==> src/rtl/mvau_inp_buf_ctrl.sv <==
// mvau_inp_buf_ctrl
// Address/handshake controller for the MVAU input-vector buffer.
// Pass 0 of every vector streams words from upstream into the buffer
// (WRITE); passes 1..NF-1 replay the stored words (READ).
// out_v/out_last are registered strobes aligned with the buffer's
// registered read / write-through output.
//
// Handshake: upstream word moves when in_v && in_rdy; a word is issued
// to the buffer on any cycle with wr_en || rd_en, which can only happen
// with out_rdy=1. out_v is a one-cycle strobe, never held.
//
// Optional feature: define MVAU_INP_BUF_VEC_CNT_EN to enable the
// completed-vector counter on vec_cnt; otherwise vec_cnt is tied to 0.
// state_dbg exposes the FSM state (0 = WRITE, 1 = READ).
module mvau_inp_buf_ctrl #(
    parameter int SF       = 16,
    parameter int NF       = 4,
    parameter int BUF_ADDR = 4
) (
    input  logic                clk,
    input  logic                rst_n,
    input  logic                in_v,
    output logic                in_rdy,
    input  logic                out_rdy,
    output logic                wr_en,
    output logic                rd_en,
    output logic [BUF_ADDR-1:0] addr,
    output logic                out_v,
    output logic                out_last,
    output logic [15:0]         vec_cnt,
    output logic                state_dbg
);

    localparam int NF_W = (NF > 1) ? $clog2(NF) : 1;
    localparam logic [BUF_ADDR-1:0] SF_LAST = BUF_ADDR'(SF - 1);
    localparam logic [NF_W-1:0]     NF_LAST = NF_W'(NF - 1);

    typedef enum logic {
        S_WRITE = 1'b0,
        S_READ  = 1'b1
    } state_t;

    state_t              state, state_nxt;
    logic [BUF_ADDR-1:0] sf_cnt, sf_cnt_nxt;
    logic [NF_W-1:0]     nf_cnt, nf_cnt_nxt;
    logic                issue;
    logic                sf_wrap;

    // Next-state, counter update and handshake outputs; all strobes are
    // gated off while reset is asserted.
    always_comb begin
        state_nxt  = state;
        sf_cnt_nxt = sf_cnt;
        nf_cnt_nxt = nf_cnt;
        in_rdy     = 1'b0;
        wr_en      = 1'b0;
        rd_en      = 1'b0;
        issue      = 1'b0;
        sf_wrap    = 1'b0;
        if (rst_n) begin
            case (state)
                S_WRITE: begin
                    in_rdy = out_rdy;
                    wr_en  = in_v && out_rdy;
                end
                S_READ: begin
                    rd_en = out_rdy;
                end
                default: ;
            endcase
        end
        issue   = wr_en || rd_en;
        sf_wrap = issue && (sf_cnt == SF_LAST);
        if (issue) begin
            sf_cnt_nxt = sf_wrap ? '0 : sf_cnt + 1'b1;
        end
        if (sf_wrap) begin
            case (state)
                S_WRITE: begin
                    if (NF > 1) begin
                        state_nxt  = S_READ;
                        nf_cnt_nxt = NF_W'(1);
                    end else begin
                        nf_cnt_nxt = '0;
                    end
                end
                S_READ: begin
                    if (nf_cnt == NF_LAST) begin
                        state_nxt  = S_WRITE;
                        nf_cnt_nxt = '0;
                    end else begin
                        nf_cnt_nxt = nf_cnt + 1'b1;
                    end
                end
                default: ;
            endcase
        end
    end

    // State, counters and the registered output strobes.
    always_ff @(posedge clk or negedge rst_n) begin
        if (!rst_n) begin
            state    <= S_WRITE;
            sf_cnt   <= '0;
            nf_cnt   <= '0;
            out_v    <= 1'b0;
            out_last <= 1'b0;
        end else begin
            state    <= state_nxt;
            sf_cnt   <= sf_cnt_nxt;
            nf_cnt   <= nf_cnt_nxt;
            out_v    <= issue;
            out_last <= sf_wrap;
        end
    end

    assign addr      = sf_cnt;
    assign state_dbg = (state == S_READ);

`ifdef MVAU_INP_BUF_VEC_CNT_EN
    logic vec_done;

    // A vector completes on the wrap of its final pass.
    assign vec_done = sf_wrap &&
                      ((state == S_READ) ? (nf_cnt == NF_LAST) : (NF == 1));

    // Completed-vector counter, wraps naturally at 16 bits.
    always_ff @(posedge clk or negedge rst_n) begin
        if (!rst_n) begin
            vec_cnt <= '0;
        end else if (vec_done) begin
            vec_cnt <= vec_cnt + 16'd1;
        end
    end
`else
    assign vec_cnt = '0;
`endif

endmodule
==> config.mk <==
export PLATFORM = sky130hd
export DESIGN_NAME = mvau_inp_buf_ctrl
export DESIGN_NICKNAME = d
export VERILOG_FILES = /design/src/rtl/mvau_inp_buf_ctrl.sv
export SDC_FILE = /design/constraint.sdc
export NUM_CORES = 1
export LEC_CHECK = 0
export BUFFER_PORTS_ARGS = -buffer_cell sky130_fd_sc_hd__buf_2
export CAP_MARGIN = 10
export CORE_AREA = 10 10 47 49
export DETAILED_ROUTE_END_ITERATION = 16
export DIE_AREA = 0 0 57 59
export PLACE_DENSITY = 0.75
export SLEW_MARGIN = 20
export SYNTH_ARGS = -nofsm -noshare
export SYNTH_HDL_FRONTEND = slang
export SYNTH_SLANG_ARGS = --single-unit
==> constraint.sdc <==
create_clock -name clk -period 3.6 [get_ports clk]
set_input_delay 0.54 -clock clk [delete_from_list [all_inputs] [get_ports clk]]
set_output_delay 0.54 -clock clk [all_outputs]
set_load 0.01 [all_outputs]
==> summary.txt, run 1 <==
Power and ir drop
  • Power Density: 522 nW/um^2
  • LEAKAGE: 0.329 nW
  • Worst vdd ir: 292 uV
  • Pwr Total: 0.313 mW

Floorplanning
  • Die area: 3360 sq um
  • # IOs: 30
  • Die Height: 59 microns
  • Starting Density: 39.4%
  • Die W: 57 microns
  • Core Box Area: 1400 sq um
  • Num rows: 14

Setup path
  • Crit Path Max Fanout: 12
  • CP Launch Type: primary input
  • CP Class: in2out
  • Critical Path Sink Type: output port
  • Worst EP required: 3.06 ns
  • Worst EP arrival: 1.24 ns

Final layout
  • N_diodes: 0
  • Number of fill cells in the layout: 150
  • Proportion of layout cells with a drive suffix above 1: 31.0%
  • Layout Cells excl Fill: 87
  • Final Cell Area: 599 sq um
  • Synthesis-to-finish area growth: 8.62%
  • Final #Nets: 78

Clocking
  • Post-CTS Setup Inserts: 0
  • CTS tree: done
  • CTS sink cnt: 9
  • Hold Buf Count CTS: 0
  • Clk slew on worst S/H paths: 0.06 ns
  • Clk Latency, worst-skew pair: 0.26 ns
  • CTS Buf Count: 3
  • H-tree depth: 1
  • Post_cts resized: 0
  • Clk root buf: clkbuf_4
  • Clock buffer depth: 2

Place
  • Placed Cells: 83
  • DPL Wire Length: 845 microns
  • # port buffers: 13
  • Placed instance area: 573 sq um
  • Routability cong.: 0.684
  • Setup WS pre-CTS: 1.80 ns

Drt
  • Drc violations: 0
  • Vias per cell: 4.41
  • Avg WL per Cell: 11.9 microns
  • Drt total wl: 1040 microns
  • Via count: 384
  • First-iteration detailed-routing DRC count: 5
  • Router iterations before antenna repair: 2
  • Routed Antenna Nets: 0

Logic synthesis
  • Synth unique cells: 19
  • Avg Cell Area, Syn: 10.0 sq um
  • Compound-gate portion of the synthesized area: 11.6%
  • Largest family of logic cells by synthesized area: buffers and inverters
  • Area share of fa/ha/maj cells after synthesis: 4.54%
  • Proportion of synthesized area in mux cells: 5.44%
  • Synth Register Bits: 9
  • Sequential share of the synthesized area: 40.8%
  • Xor and xnor area share after synthesis: 1.59%
  • Simple-Gate Fraction of Synth Area: 12.9%
  • Synth top area share: 40.8%
  • Ranking of synthesized cells by area: dfrtp_1 41%, buf_4 22%, nand2_1 6.1%, mux2_4 5.4%, ha_1 4.5%
  • Mapped cell area: 552 sq um
  • Top cell type by total area after synthesis: dfrtp_1
  • Yosys warning count: 0
  • Post-Syn Instances: 55

Status
  • Status: finished clean

Timing
  • Setup WS post-layout: 1.82 ns
  • RSZ-0062 raised after global routing: false
  • Final number of max-transition violations: 0
  • Final setup vio count: 0
  • Clock skew: 0.00136 ns
  • Setup TNS Final: 0 ns
  • Tmin final: 1.78 ns
  • Final hold vios: 0
  • Part of the cycle the worst path needs: 49.4%
  • Peak Freq: 0.562 GHz

Run
  • Max-Cap Viols: 0

Global route
  • Initial antenna violation count: 0
  • Largest net degree at the start of global routing: 13
  • Vias in the first global route: 403
  • Gr ovfl total: 0
  • First-pass GRT wire length: 1810 microns
  • GRT Overall Usage: 6.94%

Min path
  • Worst min path class: in2async
routing by layer:
layer,part of all wire [%],vias up,global-route usage (%)
met5,0,-,0
li1,-,185,-
met2,38,26,8.84
met4,1.1,0,3.02
met3,15,2,6.44
met1,46,171,7.70
critical path: stages:
cell	delay [ns]
buf_2	0.25
nand2_1	0.09
nor2_1	0.11
and2_1	0.12
buf_2	0.12
report_power, final:
group | internal, mW | switching, mW | total [mW] | leakage [nW]
combinational | 0.0367 | 0.0483 | 0.0850 | 0.195
sequential | 0.123 | 0.0278 | 0.151 | 0.119
clock | 0.0427 | 0.0345 | 0.0771 | 0.0150
total | 0.202 | 0.111 | 0.313 | 0.329
flip-flops by register name, indices dropped and copies added (netlist names):
register	count
addr	4
out_v	1
state_dbg	1
nf_cnt	2
out_last	1
cell type report:
class | instances | area, sq um | area share [%]
multi-input combinational | 44 | 259 | 43.2
inverter | 1 | 3.75 | 0.626
sequential | 9 | 225 | 37.6
tap | 16 | 20.0 | 3.34
timing repair buffer | 13 | 65.1 | 10.9
clock buffer | 4 | 26.3 | 4.38
synthesized netlist by cell type:
master    number
a31oi_1        1
o31ai_1        1
nand2_1        9
conb_1         1
o21ai_0        3
xnor2_1        1
a21oi_1        1
and3_2         1
o211ai_4       1
buf_4         16
a41oi_1        1
nor2_4         1
and2_1         1
dfrtp_1        9
nand3_1        1
inv_2          1
nor2_1         2
ha_1           2
mux2_4         2
per-stage QoR:
step           hold WS (ns)  util [%]
6_report              0.145      42.8
5_1_grt               0.133      42.8
4_1_cts               0.142      42.8
3_5_place_dp          0.430      40.9
3_3_place_gp          0.426      40.9
2_1_floorplan         0.244         -
layout by cell type (no fill, tap or decap), drive strengths merged, types with 2 or more instances in the layout:
cell type / n
conb: 16
buf: 13
nand2: 9
dfrtp: 9
clkbuf: 4
o21ai: 3
nor2: 3
mux2: 2
ha: 2
final timing paths:
kind | start | end | slack, ns | depth (start not counted)
worst max-delay path | rst_n | wr_en | 1.82 | 5
worst min-delay path | rst_n | out_last | 0.15 | 1
worst max register to register | addr[0] | state_dbg | 2.17 | 4
worst min register to register | addr[3] | addr[3] | 0.51 | 1
max in group asynchronous | rst_n | addr[2] | 3.24 | 1
min in group clk | addr[3] | addr[3] | 0.51 | 1
cell families after synthesis:
logic type	Yosys count
other	1
AOI/OAI and AO/OA	8
xor gates and xnor gates	1
buffers and inverters	17
and+or+nand+nor	15
adders and majority gates	2
DFF	9
muxes	2
Power figures use the tool's default switching activity.
==> run 2, diff against run 1 <==
--- a/config.mk
+++ b/config.mk
@@ -7,10 +7,10 @@
 export LEC_CHECK = 0
 export BUFFER_PORTS_ARGS = -buffer_cell sky130_fd_sc_hd__buf_2
 export CAP_MARGIN = 10
-export CORE_AREA = 10 10 47 49
+export CORE_MARGIN = 10
+export CORE_UTILIZATION = 42
 export DETAILED_ROUTE_END_ITERATION = 16
-export DIE_AREA = 0 0 57 59
-export PLACE_DENSITY = 0.75
+export PLACE_DENSITY = 0.76
 export SLEW_MARGIN = 20
 export SYNTH_ARGS = -nofsm -noshare
 export SYNTH_HDL_FRONTEND = slang
==> constraint.sdc (replaced) <==
create_clock -name clk -period 1.8 [get_ports clk]
set_input_delay 0.27 -clock clk [delete_from_list [all_inputs] [get_ports clk]]
set_output_delay 0.27 -clock clk [all_outputs]
set_load 0.01 [all_outputs]
==> summary.txt, run 2 (synthesized netlist as in run 1, its figures left out) <==
Status
  • Status: finished clean

Final layout
  • Final #Nets: 79
  • Final core occ: 47.9%
  • Most frequent cells in the layout: 16 x conb_1, 13 x buf_2, 9 x nand2_1, 9 x dfrtp_1
  • Commonest non-fill, non-tap cell in the layout: conb_1
  • Number of fill cells in the layout: 129
  • Proportion of layout cells with a drive suffix above 1: 30.6%
  • N_diodes: 0
  • Synthesis-to-finish area growth: 10.2%
  • Max reg flops: 4

Place
  • Routability cong.: 0.834
  • # port buffers: 13
  • DPL Wire Length: 911 microns

Floorplanning
  • Die Height: 56.2 microns
  • Starting Density: 43.5%
  • Num rows: 13
  • Die area: 3160 sq um
  • Die W: 56.2 microns
  • # IOs: 30
  • Core Box Area: 1270 sq um

Global route
  • Largest net degree at the start of global routing: 10
  • Gr ovfl total: 0
  • First-pass GRT wire length: 1950 microns
  • Initial antenna violation count: 0
  • Vias in the first global route: 408
  • GRT Overall Usage: 7.65%

Drt
  • Avg WL per Cell: 13.1 microns
  • Via count: 387
  • Routed Antenna Nets: 0
  • First-iteration detailed-routing DRC count: 3
  • Router iterations before antenna repair: 4
  • Drc violations: 0
  • Vias per cell: 4.45
  • Drt total wl: 1140 microns

Setup path
  • Crit Path Max Fanout: 6
  • CP Launch Type: flip-flop
  • CP Class: reg2reg
  • R2r worst-path depth: 4
  • Worst EP required: 1.94 ns
  • Worst EP arrival: 1.57 ns
  • Critical Path Sink Type: flip-flop

Timing
  • Setup TNS Final: 0 ns
  • Tmin final: 1.43 ns
  • Clock skew: 0.00694 ns
  • RSZ-0062 raised after global routing: false
  • Part of the cycle the worst path needs: 79.5%
  • Final setup vio count: 0
  • Final number of max-transition violations: 0
  • Final hold vios: 0
  • Peak Freq: 0.698 GHz

Clocking
  • Clock buffer depth: 2
  • Clk slew on worst S/H paths: 0.06 ns
  • Clk root buf: clkbuf_4
  • Post_cts resized: 0
  • CTS Buf Count: 3
  • Clk Latency, worst-skew pair: 0.26 ns
  • Post-CTS Setup Inserts: 0
  • CTS tree: done
  • H-tree depth: 1
  • CTS sink cnt: 9
  • Hold Buf Count CTS: 1

Min path
  • Cell depth of the worst hold path: 3
  • Worst min path class: in2reg

Run
  • Max-Cap Viols: 0

Power and ir drop
  • LEAKAGE: 0.333 nW
  • Power Density: 1040 nW/um^2
  • Worst vdd ir: 571 uV
-- run 2: cell count changes in the layout (fill, tap and decap cells not counted) --
cell / delta
dlygate4sd3_1: +1
-- run 2: power breakdown --
group	switching, mW	total, mW	internal, mW	leakage, nW
sequential	0.0579	0.304	0.246	0.119
clock	0.0668	0.152	0.0852	0.0150
combinational	0.101	0.177	0.0757	0.199
-- run 2: stage by stage --
stage | instance area [sq um] | hold slack [ns] | worst slack, ns | total power, mW | cells
2_1_floorplan | 608 | -0.0256 | 0.425 | 0.428 | 70
3_3_place_gp | 572 | 0.160 | 0.452 | 0.476 | 82
3_5_place_dp | 572 | 0.164 | 0.389 | 0.484 | 82
4_1_cts | 608 | 0.377 | 0.343 | 0.642 | 87
5_1_grt | 608 | 0.396 | 0.259 | 0.689 | 87
6_report | 608 | 0.387 | 0.368 | 0.633 | 87
-- run 2: layout make-up --
class	instances	area (sq um)	share of cell area [%]
inverter	1	3.75	0.617
tap	15	18.8	3.09
clock buffer	4	26.3	4.32
timing repair buffer	14	75.1	12.3
sequential	9	225	37.0
multi-input combinational	44	259	42.6
-- run 2: worst max-delay path, cell delays in order (launching register included) --
cell and delay [ns]:
dfrtp_1 0.41, ha_1 0.22, nand3_1 0.19, nor2_4 0.18
mux2_4 0.32
-- run 2: metal layers --
layer / wire length, microns / vias to the layer above / global-route usage (%)
li1: - / 188 / -
met1: 395 / 185 / 6.41
met2: 637 / 14 / 14.1
met3: 107 / 0 / 5.94
met4: 0 / 0 / 1.03
met5: 0 / - / 0
-- run 2: final timing paths --
| kind | to | start | slack, ns |
|---|---|---|---|
| worst min register to register | nf_cnt[1] | nf_cnt[1] | 0.51 |
| worst max register to register | nf_cnt[0] | addr[0] | 0.37 |
| worst max-delay path | nf_cnt[0] | addr[0] | 0.37 |
| max in group asynchronous | addr[0] | rst_n | 0.95 |
| min in group asynchronous | state_dbg | rst_n | 0.54 |
| worst min-delay path | out_last | out_rdy | 0.39 |
